==> src/rtl/prbs_pkg.sv <==
// Shared definitions for the 16-bit PRBS generator/checker pair.
// Holds the LFSR width, the default taps, the checker state encoding and the next-bit function.
package prbs_pkg;

    localparam int LFSR_W = 16;
    localparam logic [LFSR_W-1:0] DEFAULT_TAP_MASK = 16'hB400;

    typedef enum logic [1:0] {
        ACQUIRE = 2'd0,
        CHECK   = 2'd1,
        LOCKED  = 2'd2
    } state_t;

    function automatic logic prbs_next_bit(input logic [LFSR_W-1:0] hist,
                                           input logic [LFSR_W-1:0] tap_mask);
        return ^(hist & tap_mask);
    endfunction

endpackage

==> src/rtl/prbs_word_packer.sv <==
// Serial-to-parallel assembler: first bit lands in bit 0. word_out/word_valid register
// on the edge that takes the last bit; no backpressure, clear drops any partial word.
module prbs_word_packer
    import prbs_pkg::*;
#(
    parameter int W = LFSR_W
) (
    input  logic         clk,
    input  logic         rst,
    input  logic         clear,
    input  logic         en,
    input  logic         bit_in,
    output logic [W-1:0] word_out,
    output logic         word_valid
);

    localparam int CNT_W = $clog2(W);
    localparam logic [CNT_W-1:0] LAST = CNT_W'(W - 1);

    logic [CNT_W-1:0] word_bit_cnt;
    logic [W-1:0]     acc;
    logic [W-1:0]     acc_nxt;

    always_comb begin
        acc_nxt               = acc;
        acc_nxt[word_bit_cnt] = bit_in;
    end

    always_ff @(posedge clk or posedge rst) begin
        if (rst) begin
            word_bit_cnt <= '0;
            acc          <= '0;
            word_out     <= '0;
            word_valid   <= 1'b0;
        end else begin
            word_valid <= 1'b0;
            if (clear) begin
                word_bit_cnt <= '0;
                acc          <= '0;
            end else if (en) begin
                acc <= acc_nxt;
                if (word_bit_cnt == LAST) begin
                    word_out     <= acc_nxt;
                    word_valid   <= 1'b1;
                    word_bit_cnt <= '0;
                end else begin
                    word_bit_cnt <= word_bit_cnt + 1'b1;
                end
            end
        end
    end

endmodule

==> config.mk <==
export PLATFORM = sky130hd
export DESIGN_NAME = prbs_word_packer
export DESIGN_NICKNAME = d
export VERILOG_FILES = /design/src/rtl/prbs_pkg.sv /design/src/rtl/prbs_word_packer.sv
export SDC_FILE = /design/constraint.sdc
export NUM_CORES = 1
export LEC_CHECK = 0
export ABC_AREA = 1
export BUFFER_PORTS_ARGS = -buffer_cell sky130_fd_sc_hd__buf_2
export CORE_MARGIN = 2
export CORE_UTILIZATION = 35
export DETAILED_ROUTE_END_ITERATION = 8
export GPL_TIMING_DRIVEN = 1
export PLACE_DENSITY = 0.63
export SYNTH_ARGS = -nofsm -noshare
export SYNTH_HDL_FRONTEND = slang
export SYNTH_SLANG_ARGS = --single-unit
==> constraint.sdc <==
create_clock -name clk -period 2.1 [get_ports clk]
set_clock_uncertainty 0.15 [all_clocks]
set_input_delay 0.21 -clock clk [delete_from_list [all_inputs] [get_ports clk]]
set_output_delay 0.21 -clock clk [all_outputs]
set_load 0.01 [all_outputs]
# Word-level counts from Yosys, hierarchy flattened
# Index checks and enable logic that the tools add are counted.
dict set report totals {
  register_bits 37
  out_inout_bits 17
}
dict set report op_classes {
  muxes 11
  n_reduce_logical 3
  magnitude_cmp 2
  bitwise_logic 1
  eq_ne 1
  n_addsub 1
}
# operator n
set ops {}
lappend ops {{16-bit two-way mux} 2}
lappend ops {{16-bit bitwise mux} 1}
lappend ops {{4-bit two-way mux} 3}
lappend ops {{4-bit by 5-bit less-than comparator with 1-bit output (second input constant)} 1}
lappend ops {{4-bit by 1-bit adder with 4-bit output (second input constant)} 1}
lappend ops {{1-bit demux with 4-bit select} 1}
lappend ops {{4-bit == test (second input constant)} 1}
lappend ops {{4-bit by 1-bit >= comparator with 1-bit output (second input constant)} 1}
lappend ops {{1-bit two-way mux} 4}
lappend ops {{3-bit AND reduction} 1}
lappend ops {{2-bit nonzero test} 1}
lappend ops {{1-bit logical AND} 1}
lappend ops {{1-bit inverter} 1}

# Logic depth before layout (Yosys ltp)
# Gate-level depths: netlist (run 1).
dict set report logic_depth {
  depth_word 7
  depth_mapped 7
  depth_no_buf 7
}

# Worst setup path before layout (run 1)
# No wires, ideal clock.
dict set report synth_timing {
  path_type {register to register}
  from {reg word_bit_cnt[0]}
  to {reg word_out[2]}
  path_buffers 1
  setup_ps 118
  stages_incl_launch_ff 8
  t_arrival_ps 1221
  slack_ps 611
  required_time_ps 1832
  path_cell_list {dfrtp_1 ha_1 inv_1 nor2_2 nand2_2 buf_4 nand2_1 nand2_1}
}
dict set report synth_via {
  elab_chain_len 5
  word_cells_on_any_way 8
  classes_between {order compare: 2; eq/ne: 1; mux: 3; reduce/logical: 2}
}
# element line_no
set synth_lines {}
lappend synth_lines {{from (decl)} prbs_word_packer.sv:20} ;# logic [CNT_W-1:0] word_bit_cnt;
lappend synth_lines {{from (signal assigned)} prbs_word_packer.sv:47} ;# word_bit_cnt <= word_bit_cnt + 1'b1;
lappend synth_lines {{4-bit by 5-bit less-than comparator with 1-bit output (not written as such) / 4-bit by 1-bit >= comparator with 1-bit output (equally long branches)} prbs_word_packer.sv:26} ;# acc_nxt[word_bit_cnt] = bit_in;
lappend synth_lines {{1-bit logical AND (not written as such)} prbs_word_packer.sv:26}
lappend synth_lines {{1-bit two-way mux (not written as such)} prbs_word_packer.sv:26}
lappend synth_lines {{1-bit demux with 4-bit select} prbs_word_packer.sv:26}
lappend synth_lines {{16-bit bitwise mux} prbs_word_packer.sv:26}
lappend synth_lines {{to (signal assigned)} prbs_word_packer.sv:43} ;# word_out <= acc_nxt;
lappend synth_lines {{to (decl)} prbs_word_packer.sv:13} ;# output logic [W-1:0] word_out,
# Several ways; a longest one is shown, not always the timed one.
# A chain may end at the register's enable or synchronous reset.

# Final worst setup path (run 1)
dict set report layout_timing {
  from {reg word_bit_cnt[0]}
  to {reg word_out[13]}
}
# Same word-level chain as after synthesis.

==> results.md, run 1 <==
Drt:
- The first TritonRoute pass finished after 4 iterations.
- The via count is 1,593.
- Dividing the detail-routed wire length by the instance count gives 12.17 um.
- The first-iteration detailed-routing DRC count is 126.
- After detailed routing, the number of vias per cell comes to 4.741.
- The final layout contains routed wiring with a total length of 4088 um.
- The post-route antenna net violation count is 0.
- For this run, design rule violations remaining after detail routing come to 0.

Floorplanning:
- The die width is 76.94 um.
- The floorplan step set the die height to 76.94 um.
- The core box area is 5107 sq um.
- In this run the core area contains 26 standard-cell rows.
- The floorplan step defined a die boundary enclosing 5919 sq um.
- The number of top-level pins is 22.
- The effective utilization at floorplan is 0.3645.

Worst setup path:
- The maximum fanout encountered on the critical timing path is 16.
- The worst setup path is of the reg -> reg kind.
- Counting cells, the worst reg-to-reg path comes to 5.
- The capturing element type of the critical path is a flop.
- The worst register-to-register path has a setup slack of 0.36 ns.
- The worst setup path is launched from a flop.
- For the worst setup path, the data required time is 2.18 ns.
- The data arrival time of the critical path is 1.82 ns.

Timing:
- The maximum frequency from static timing analysis is 574.9 MHz.
- The final hold violation count is 0.
- Measured against its own limit, the worst slew margin works out to 0.6392.
- For the pin with the worst max-slew slack, the measured transition is 0.5412 ns.
- For the final routed database, the setup TNS stands at 0 ns.
- Setup repair after global routing left no endpoint under its margin.
- The max-slew violation count is 0.
- The portion of the clock cycle consumed by the worst path in the final layout is 0.8282.
- Setup violations remaining at the end of the flow were counted as 0.
- The clock period could shrink to 1.739 ns.

Yosys:
- For this run, the leading register cell type out of synthesis is sky130_fd_sc_hd__dfrtp_1.
- The number of storage elements in the synthesis netlist is 36.
- The commonest cells after synthesis are sky130_fd_sc_hd__nand2_1, sky130_fd_sc_hd__nand3_1, sky130_fd_sc_hd__dfrtp_1, sky130_fd_sc_hd__inv_1, sky130_fd_sc_hd__nand4_1.
- sky130_fd_sc_hd__dfrtp_1 takes more of the synthesized area than any other cell.
- The synthesized area per cell is 7.662 sq um.
- The total standard cell area after synthesis is 1862 sq um.
- By area the synthesized netlist is led by sky130_fd_sc_hd__dfrtp_1, sky130_fd_sc_hd__nand2_1, sky130_fd_sc_hd__nand3_1.
- The number of nets in the synthesized netlist is 253.
- For this run, the register share of the synthesized area comes to 0.4839.
- The most frequently used cell type in the post-synthesis netlist is sky130_fd_sc_hd__nand2_1.
- The number of flops mapped to enable cells by yosys is 0.
- The area share of the leading cell type in the synthesized netlist is 0.4839.
- During synthesis, Yosys emitted a total of 0 warnings.
- Synthesis handed over a netlist of 243 instances.
- The share of synthesized flip-flops with an asynchronous set or reset is 1.000.
- The count of distinct cell types in the synthesized netlist is 20.

Placed design:
- Routability-driven placement finished with a final weighted congestion of 0.7831.
- Port buffering added 21 buffers.
- The wire-length estimate of the detail-placed layout is 2737 um.
- Once placement completed, the tool counted placed cells totaling 327.

Global routing:
- The initial antenna violation count is 0.
- The total routing usage reported by global routing is 0.1569.
- The first-pass GRT wire length is 7362 um.
- The maximum number of pins on one net before global-route repair is 37.
- The number of global-route vias before repair is 1,560.
- The remaining global-route overflow is 0.

Status:
- The flow ran to the end, and the final reports show no timing, DRC or antenna violations.

Worst hold path:
- The count of cells along the worst hold path is 4.
- The min-delay analysis places its worst path in the category in -> reg.

Final layout:
- The filler cell count in the final layout is 535.
- The fraction of layout cells with a size suffix above 1 is 0.1466.
- Relative to the synthesized area, the layout overhead comes to 14.25%.
- 0 antenna diodes ended up in the layout.
- The filler-free cell count of the finished design is 336.
- At the end of the flow, the number of nets in the layout was 275.

Pwr:
- The largest vdd supply drop is 0.2910 mV.
- For this design the static power due to leakage is 0.001184 uW.
- The power density normalized to cell area is 627.6 nW/um^2.

CTS:
- The number of resized instances in the post-cts repair step is 0.
- The clock tree synthesis step divided the H-tree into 2 levels.
- The clock latency on the worst-skew pair is 0.29 ns.
- The TritonCTS clock tree is done.
- CTS placed an instance of sky130_fd_sc_hd__clkbuf_8 at the clock tree root.
- Clock-pin slew was measured on the worst setup and hold paths at 0.07 ns.
- Counting every sink on the clock net gives 36.
- In this run the post-CTS setup repair buffer count came out at 0.
- Buffers inserted to repair hold after CTS numbered 1.
- The TritonCTS buffer count is 5.
- The number of buffers between clock root and the deepest sink is 2.

Run:
- The reported max-cap violation count is 0.
==> metal layers <==
metal / GRT usage / vias to the layer above / routed length, um
li1: - / 818 / -
met1: 0.2101 / 719 / 1981
met2: 0.2395 / 49 / 1779
met3: 0.03882 / 7 / 258
met4: 0.07091 / 0 / 68
met5: 0 / - / 0
==> registers in the layout, summed over array words and instances, names as in the netlist <==
name          cells
word_out         16
acc              15
word_bit_cnt      4
word_valid        1
==> through the flow <==
step / util / worst slack (ns) / hold WS [ns] / area, sq um / power, uW
3_3_place_gp: 0.3961 / 0.4358 / 0.1923 / 2023 / 825.5
2_1_floorplan: - / 0.6110 / 0.2270 / 1862 / 795.9
6_report: 0.4165 / 0.3607 / 0.07485 / 2127 / 1335
4_1_cts: 0.4165 / 0.3630 / 0.05882 / 2127 / 1354
5_1_grt: 0.4165 / 0.1930 / 0.08021 / 2127 / 1405
3_5_place_dp: 0.3961 / 0.3749 / 0.1921 / 2023 / 827.7
==> layout by cell type (no fill, tap or decap) <==
cell                            synthesis  layout
sky130_fd_sc_hd__a21oi_1                1       1
sky130_fd_sc_hd__buf_2                  4      21
sky130_fd_sc_hd__buf_4                  2       6
sky130_fd_sc_hd__clkbuf_1               4       1
sky130_fd_sc_hd__clkbuf_8               0       6
sky130_fd_sc_hd__clkinv_1               2       2
sky130_fd_sc_hd__clkinvlp_4             0       1
sky130_fd_sc_hd__dfrtp_1               36      36
sky130_fd_sc_hd__dlygate4sd3_1          0       1
sky130_fd_sc_hd__ha_1                   5       5
sky130_fd_sc_hd__inv_1                 24      24
sky130_fd_sc_hd__inv_2                  1       1
sky130_fd_sc_hd__nand2_1               91      91
sky130_fd_sc_hd__nand2_2                1       1
sky130_fd_sc_hd__nand3_1               47      47
sky130_fd_sc_hd__nand3_2                1       1
sky130_fd_sc_hd__nand4_1               12      12
sky130_fd_sc_hd__nor2_1                 4       4
sky130_fd_sc_hd__nor2_2                 1       1
sky130_fd_sc_hd__nor2_4                 1       1
sky130_fd_sc_hd__o21ai_0                3       3
==> area by class of cell <==
cell class,instances,area [sq um],area share
repair buffers,28,160.2,0.07529
well taps,70,87.58,0.04118
multi-input cells,167,783.3,0.3682
inverters,27,101.3,0.04765
clock inverters,1,7.507,0.003529
clock buffers,7,86.33,0.04059
flip-flops and latches,36,900.9,0.4235
==> cell families after synthesis <==
family	share of synthesized area
AOI/OAI and AO/OA	0.01075
adders and majority gates	0.03360
buffers and inverters	0.09542
DFF	0.4839
and+or+nand+nor	0.3763
==> critical path, cell delays in order, from the launching register on <==
cell                      delay, ns
sky130_fd_sc_hd__dfrtp_1       0.47
sky130_fd_sc_hd__ha_1          0.32
sky130_fd_sc_hd__nand3_2       0.14
sky130_fd_sc_hd__nor2_4        0.37
sky130_fd_sc_hd__nand3_1       0.14
sky130_fd_sc_hd__nand2_1       0.09
==> report_power, final <==
group          leakage, uW  internal, uW  switching [uW]
Combinational     0.000639          29.2            73.6
Sequential        0.000500           701            12.2
Clock            0.0000445           267             252
==> final timing paths <==
| kind | from | endpoint |
|---|---|---|
| min in group asynchronous | rst | word_out[12]$_DFFE_PP0P_ |
| min | clear | word_bit_cnt[2]$_DFFE_PP0P_ |
| max | word_bit_cnt[0]$_DFFE_PP0P_ | word_out[13]$_DFFE_PP0P_ |
| min reg2reg | word_out[0]$_DFFE_PP0P_ | word_out[0]$_DFFE_PP0P_ |
| max reg2reg | word_bit_cnt[0]$_DFFE_PP0P_ | word_out[13]$_DFFE_PP0P_ |
| max in group asynchronous | rst | acc[11]$_DFFE_PP0P_ |
Note: power is estimated with default switching activity, not from simulation.
==> inputs of run 2 (changes only) <==
- PLACE_DENSITY: 0.63 -> 0.65
- clock period: 2.1 -> 1.5 ns (I/O delays scaled with it)
==> run 2 against run 1 <==
Clock-buffer cell count is 2 lower. Sequential power rose by 39%. Routed wire length is 5.1% higher. Total power increased by 76%. Via count rose by 3.0%. Clock power up 130%. Hold slack got worse by 0.068 ns. Critical path depth rose by 1. Combinational power rose by 64%. Die area unchanged.
==> results.md, run 2 (synthesis results as in run 1) <==
Status:
- The flow ran to the end, and the final reports show no timing, DRC or antenna violations.

Worst setup path:
- STA classifies the critical path endpoint as a flop.
- The number of buffers and inverters on the critical path is 1.
- The category of the critical setup timing path is reg -> reg.
- The startpoint identified for the worst register-to-register timing path is word_bit_cnt[0]$_DFFE_PP0P_.
- STA classifies the critical path startpoint as a flop.
- STA puts the critical path data required time at 1.58 ns.
- The largest individual stage delay along the critical path comes from the cell sky130_fd_sc_hd__dfrtp_2.
- The critical path goes through ha_2 > nand3_2 > nor2_4 > buf_12 > nand3_1 > nand2_1.
- The critical path starts at word_bit_cnt[0]$_DFFE_PP0P_.
- The cell class contributing the biggest share of worst-path delay is simple AND/OR/NAND/NOR gates.
- STA puts the critical path data arrival time at 1.55 ns.
- The largest single stage delay on the critical path is 0.44 ns.
- The maximum fanout encountered on the critical timing path is 16.

Final layout:
- Fill cells in the final layout number 510.
- The filler-free cell count of the finished design is 346.
- The fraction of layout cells with a size suffix above 1 is 0.2065.
- The register with the most flip-flops in the layout has 16 of them.
- The largest registers in the layout are word_out: 16 flops, acc: 15 flops, word_bit_cnt: 4 flops.
- At the end of the flow, the number of nets in the layout was 285.
- The repair_antennas step left the layout with diodes totalling 0.
- Compared with the post-synthesis result, the final layout area differs by 24.46%.
- The library cell used most frequently in the layout, excluding fill and tap cells, is sky130_fd_sc_hd__nand2_1.
- word_out holds more flip-flops than any other register.
- In the layout the commonest cells are sky130_fd_sc_hd__nand2_1, sky130_fd_sc_hd__nand3_1, sky130_fd_sc_hd__dfrtp_1, sky130_fd_sc_hd__inv_1, sky130_fd_sc_hd__buf_2.

CTS:
- In this run the number of H-tree levels came out at 2.
- The number of buffers between clock root and the deepest sink is 2.
- The number of sinks handled by clock tree synthesis is 36.
- The clock root buffer is sky130_fd_sc_hd__clkbuf_8.
- Clock-pin slew was measured on the worst setup and hold paths at 0.07 ns.
- The TritonCTS buffer count is 5.
- The TritonCTS clock tree is done.
- The clock reaches the later pin of the worst-skew pair after 0.29 ns.

Worst hold path:
- The launch instance of the worst min-delay path is clear.
- The worst hold path belongs to the class in -> reg.

Floorplanning:
- In this run the horizontal extent of the chip is 76.94 um.
- The total area inside the core boundary comes to 5107 sq um.
- The floorplan step defined a die boundary enclosing 5919 sq um.
- The effective utilization at floorplan is 0.3645.
- The vertical die dimension is 76.94 um.
- The row count is 26.
- The number of top-level pins is 22.

Run:
- The reported max-cap violation count is 0.

Timing:
- For the pin with the worst max-slew slack, the measured transition is 0.4549 ns.
- In the post-route analysis, the smallest setup slack over all paths is 0.02170 ns.
- The max-slew violation count came to 0.
- The number of setup violations in the final report is 0.
- The final hold violation count came to 0.
- Dividing the final minimum period by the clock period gives 0.9855.
- The final critical path time including I/O delays and setup is 1.478 ns.
- Headroom to the max-slew limit came out at 0.6967.
- The tightest hold path in the finished design has a slack of 0.006626 ns.
- For this run, the top clock speed supported by timing is 676.5 MHz.
- Setup repair after global routing could not meet its margin everywhere.

Drt:
- The final route contains 1,640 vias.
- The routed wire length per instance is 12.41 um.
- After the first detailed-routing iteration, the DRC count stood at 112.
- For this block, the routed nets add up to 4295 um of wire.
- The average vias per placed instance is 4.740.
- The first detailed-routing pass took 4 iterations.
- The detail route stage leaves a number of antenna-violating nets equal to 0.
- The residual DRC count is 0.

Placed design:
- The congestion estimate from routability-driven global placement came to 0.8083.
- Once placement completed, the tool counted placed cells totaling 335.
- OpenSTA, run right after detailed placement, puts the worst setup slack at -0.1044 ns.
- The placed wire-length estimate is 2794 um.
- Input and output buffers added on the ports amount to 21.

Global routing:
- The total routing usage reported by global routing is 0.1520.
- Entering global routing, the biggest net connects 37 pins.
- The number of global-route vias before repair is 1,631.
- After global routing the overflow that remains totals 0.
- The initial antenna violation count is 0.
- The first-pass GRT wire length is 7231 um.

Pwr:
- Dividing total power by cell area gives a power density of 1015 nW/um^2.
- The cell leakage power is 0.001274 uW.
- IR analysis of the VDD net gives a maximum drop of 0.3822 mV.
[run 2: layout make-up]
| class | instances | area [sq um] | share of cell area |
|---|---|---|---|
| Timing Repair Buffer | 37 | 252.7 | 0.1091 |
| Tap cell | 70 | 87.58 | 0.03780 |
| Inverter | 27 | 105.1 | 0.04536 |
| Clock inverter | 3 | 90.09 | 0.03888 |
| Sequential cell | 36 | 903.4 | 0.3898 |
| Clock buffer | 5 | 68.82 | 0.02970 |
| Multi-Input combinational cell | 168 | 809.5 | 0.3494 |
[run 2: what timing repair did]
action,in CTS,in global routing
setup endpoints to repair,16,29
buffers inserted,0,1
resized for setup,2,8
hold buffers,1,0
gates cloned,0,1
hold endpoints to repair,36,0
pin swaps,0,1
[run 2: layer usage]
metal,vias up,GRT usage,part of all wire
met3,5,0.03529,0.042
met2,42,0.2430,0.46
met4,0,0.06000,0.0088
met1,750,0.1994,0.48
li1,843,-,-
met5,-,0,0
[run 2: final timing paths]
path	endpoint	slack, ns	cells after the start
min	word_bit_cnt[2]$_DFFE_PP0P_	0.007	4
max reg2reg	word_out[2]$_DFFE_PP0P_	0.02	6
max in group asynchronous	word_bit_cnt[0]$_DFFE_PP0P_	0.50	4
max	word_out[2]$_DFFE_PP0P_	0.02	6
min in group asynchronous	acc[1]$_DFFE_PP0P_	0.35	4
min reg2reg	word_out[7]$_DFFE_PP0P_	0.33	2
[run 2: through the flow]
step / utilization / instance area (sq um) / total power [uW] / setup TNS, ns
3_5_place_dp: 0.4128 / 2108 / 1174 / -1.204
5_1_grt: 0.4537 / 2317 / 2458 / -0.4837
2_1_floorplan: - / 1862 / 1114 / 0
3_3_place_gp: 0.4128 / 2108 / 1170 / -0.1431
4_1_cts: 0.4471 / 2283 / 2374 / 0
6_report: 0.4537 / 2317 / 2352 / 0
[run 2: worst register-to-register path: stages (launching register included)]
cell and delay [ns]:
sky130_fd_sc_hd__dfrtp_2 0.44, sky130_fd_sc_hd__ha_2 0.23, sky130_fd_sc_hd__nand3_2 0.14, sky130_fd_sc_hd__nor2_4 0.14, sky130_fd_sc_hd__buf_12 0.15, sky130_fd_sc_hd__nand3_1 0.10, sky130_fd_sc_hd__nand2_1 0.07
[run 2: report_power, final]
part	total [uW]	internal [uW]	switching [uW]
Clock	1190	832	355
Sequential	996	982	13.9
Combinational	169	58.1	111
==> inputs of run 3 (changes only) <==
- CELL_PAD_IN_SITES_DETAIL_PLACEMENT: default -> 1
- CELL_PAD_IN_SITES_GLOBAL_PLACEMENT: default -> 2
- CORE_UTILIZATION: 35 -> 30
- PLACE_DENSITY: 0.65 -> 0.85
==> run 3 against run 2 <==
Sequential cell count unchanged. Total power decreased by 21%. Via count increased by 4.2%. Global-route usage increased by 0.63 points. Clock-buffer cell count increased by 1. Hold slack improved by 0.0035 ns. Critical path depth unchanged. Design area decreased by 0.27%. First-iteration DRC count decreased by 24%.
==> results.md, run 3 (synthesis results as in run 1) <==
Floorplanning:
- The die width is 82.78 um.
- From bottom edge to top edge, the die measures 82.78 um.
- The floorplan step defined a core boundary enclosing 5956 sq um.
- The initialized floorplan defines 28 standard-cell rows.
- For this design the top-level I/O count stands at 22.
- The effective utilization at floorplan is 0.3126.
- The overall die area is 6852 sq um.

CTS:
- CTS saw 36 sinks.
- The TritonCTS buffer count is 5.
- The clock latency on the worst-skew pair is 0.29 ns.
- The number of buffers between clock root and the deepest sink is 2.
- The clock slew at the register clock pins of the worst setup and hold paths is 0.07 ns.
- In this run the clock root is driven by a sky130_fd_sc_hd__clkbuf_8.
- In this run the number of H-tree levels came out at 2.
- The TritonCTS clock tree is done.

Pwr:
- The total design power is 1861 uW.
- The share of total power dissipated in combinational logic is 0.107.
- Of the total power, registers draw 0.536.
- The worst-case IR drop observed on VDD is 0.3577 mV.
- Summed over all nets, the switching power comes to 487.8 uW.
- The switching fraction of total power is 0.2622.
- For this design the static power due to leakage is 0.001268 uW.
- The cell-internal power is 1373 uW.
- The clock share of power is 0.356.
- Dividing total power by cell area gives a power density of 805.2 nW/um^2.

Run:
- Across the run, the number of max-cap violations was 0.

Placed design:
- Input and output buffers added on the ports amount to 21.
- The post-placement cell count is 342.
- The placed wire-length estimate is 3265 um.
- The final weighted congestion of routability-driven global placement is 0.8162.

Timing:
- For the finished layout, the period the worst path requires is 1.404 ns.
- The maximum frequency from static timing analysis is 712.1 MHz.
- The slew at the pin with the worst max-slew slack is 0.4715 ns.
- Setup violations remaining at the end of the flow were counted as 0.
- The final hold violation count is 0.
- The max-slew violation count is 0.
- In the finished design, the share of the clock period the worst path needs comes to 0.9362.
- In this run the tightest slew margin relative to its limit is 0.6857.

Worst setup path:
- The number of cells on the worst reg-to-reg path is 6.
- STA classifies the critical path endpoint as a flop.
- The critical path launch point is word_bit_cnt[0]$_DFFE_PP0P_.
- Of all nets on the critical path, the largest fanout is 16.
- The worst endpoint required time is 1.59 ns.
- The worst flop-to-flop path startpoint is word_bit_cnt[0]$_DFFE_PP0P_.
- The endpoint of the worst register-to-register path is word_out[2]$_DFFE_PP0P_.
- The kind of start point of the critical path is a flop.
- The most critical setup path has its endpoint at word_out[2]$_DFFE_PP0P_.
- In this run the register-to-register setup slack is 0.1 ns.
- At the worst endpoint, the arrival time is 1.49 ns.
- The category of the critical setup timing path is reg -> reg.

Final layout:
- In the final layout, the share of cells above drive strength 1 is 0.2230.
- The number of nets at the end of the flow is 288.
- The largest registers in the layout are word_out: 16 flops, acc: 15 flops, word_bit_cnt: 4 flops.
- The number of flip-flops in the largest register is 16.
- The antenna diode instance count is 0.
- The final standard cell utilization of the core is 0.3880.
- Leaving out fill and tap cells, the most frequent cell in the layout is sky130_fd_sc_hd__nand2_1.
- The multi-input gate area in the final layout is 857.1 sq um.
- The count of cells in the finished layout, fillers not included, comes to 353.
- The register with the highest flop count is word_out.
- From synthesis to final layout, the design area changed by 24.13%.
- The filler cells instantiated in the layout total 751.
- The top cell types in the final layout, fill and taps aside, are sky130_fd_sc_hd__nand2_1, sky130_fd_sc_hd__nand3_1, sky130_fd_sc_hd__dfrtp_1, sky130_fd_sc_hd__inv_1, sky130_fd_sc_hd__buf_2.
- The sequential cells in the finished layout cover a total of 904.6 sq um.

Global routing:
- The number of global-route vias before repair is 1,724.
- Entering global routing, the biggest net connects 37 pins.
- The initial antenna violation count is 0.
- The first-pass GRT wire length is 8059 um.
- The remaining global-route overflow is 0.
- The total routing usage reported by global routing is 0.1584.

Status:
- The flow ran to the end, and the final reports show no timing, DRC or antenna violations.

Drt:
- The first-pass iteration count of the detailed router is 4.
- The via count is 1,709.
- Dividing the detail-routed wire length by the instance count gives 14.00 um.
- The residual DRC count is 0.
- The average vias per placed instance is 4.841.
- The detailed router finished its first iteration with 85 violations.
- The post-route antenna net violation count is 0.
- The aggregate routed wire length is 4942 um.

Worst hold path:
- The worst hold path belongs to the class in -> reg.
-- run 3: what timing repair did --
item	CTS	global route
setup buffers	0	2
resized for setup	2	16
endpoints found under the setup margin	21	29
gates cloned	0	1
endpoints found under the hold margin	36	0
hold buffers	1	0
pin swaps	0	1
-- run 3: final cells by class --
class	instances	area share
Sequential cell	36	0.3914
Multi-Input combinational cell	168	0.3709
Timing Repair Buffer	40	0.1191
Inverter	27	0.04440
Tap cell	75	0.04061
Clock buffer	6	0.03140
Clock inverter	1	0.002166
-- run 3: layer usage --
layer  global-route usage  vias to the layer above  wire length, um
li1                     -                      844                -
met1               0.2080                      830             2442
met2               0.2589                       28             2272
met4              0.05410                        0               69
met5                    0                        -                0
met3              0.03355                        7              158
-- run 3: power groups by stage --
stage                     combinational, uW  sequential, uW  clock, uW
after floorplan                         104            1010          0
after global placement                  167            1010          0
after detailed placement                172            1010          0
after CTS                               175             994        692
after global routing                    226             999        730
final                                   200             998        663
-- run 3: critical path, stage by stage (launching register included) --
cell and delay [ns]:
sky130_fd_sc_hd__dfrtp_2 0.44, sky130_fd_sc_hd__ha_4 0.17, sky130_fd_sc_hd__nand3_2 0.13, sky130_fd_sc_hd__nor2_4 0.13, sky130_fd_sc_hd__buf_12 0.15, sky130_fd_sc_hd__nand3_1 0.11
sky130_fd_sc_hd__nand2_1 0.07
-- run 3: how the worst min path moves through the flow --
stage	from	endpoint	slack, ns	cells past startpoint
6_report	clear	word_bit_cnt[2]$_DFFE_PP0P_	0.01	4
4_1_cts	clear	word_bit_cnt[2]$_DFFE_PP0P_	0.01	4
2_1_floorplan	rst	acc[0]$_DFFE_PP0P_	0.17	1
3_3_place_gp	rst	word_out[2]$_DFFE_PP0P_	0.14	3
5_1_grt	clear	word_bit_cnt[2]$_DFFE_PP0P_	0.04	4
3_5_place_dp	rst	acc[5]$_DFFE_PP0P_	0.15	3
-- run 3: stage by stage --
stage	TNS (ns)	instance area [sq um]	setup WS, ns	hold slack, ns
after floorplan	0	1862	0.01099	0.1670
after global placement	-0.05266	2130	-0.02608	0.1360
after detailed placement	-0.7781	2130	-0.07989	0.1459
after CTS	-0.1117	2223	-0.01772	0.01307
after global routing	-0.005979	2311	-0.005979	0.04124
final	0	2311	0.09574	0.01015
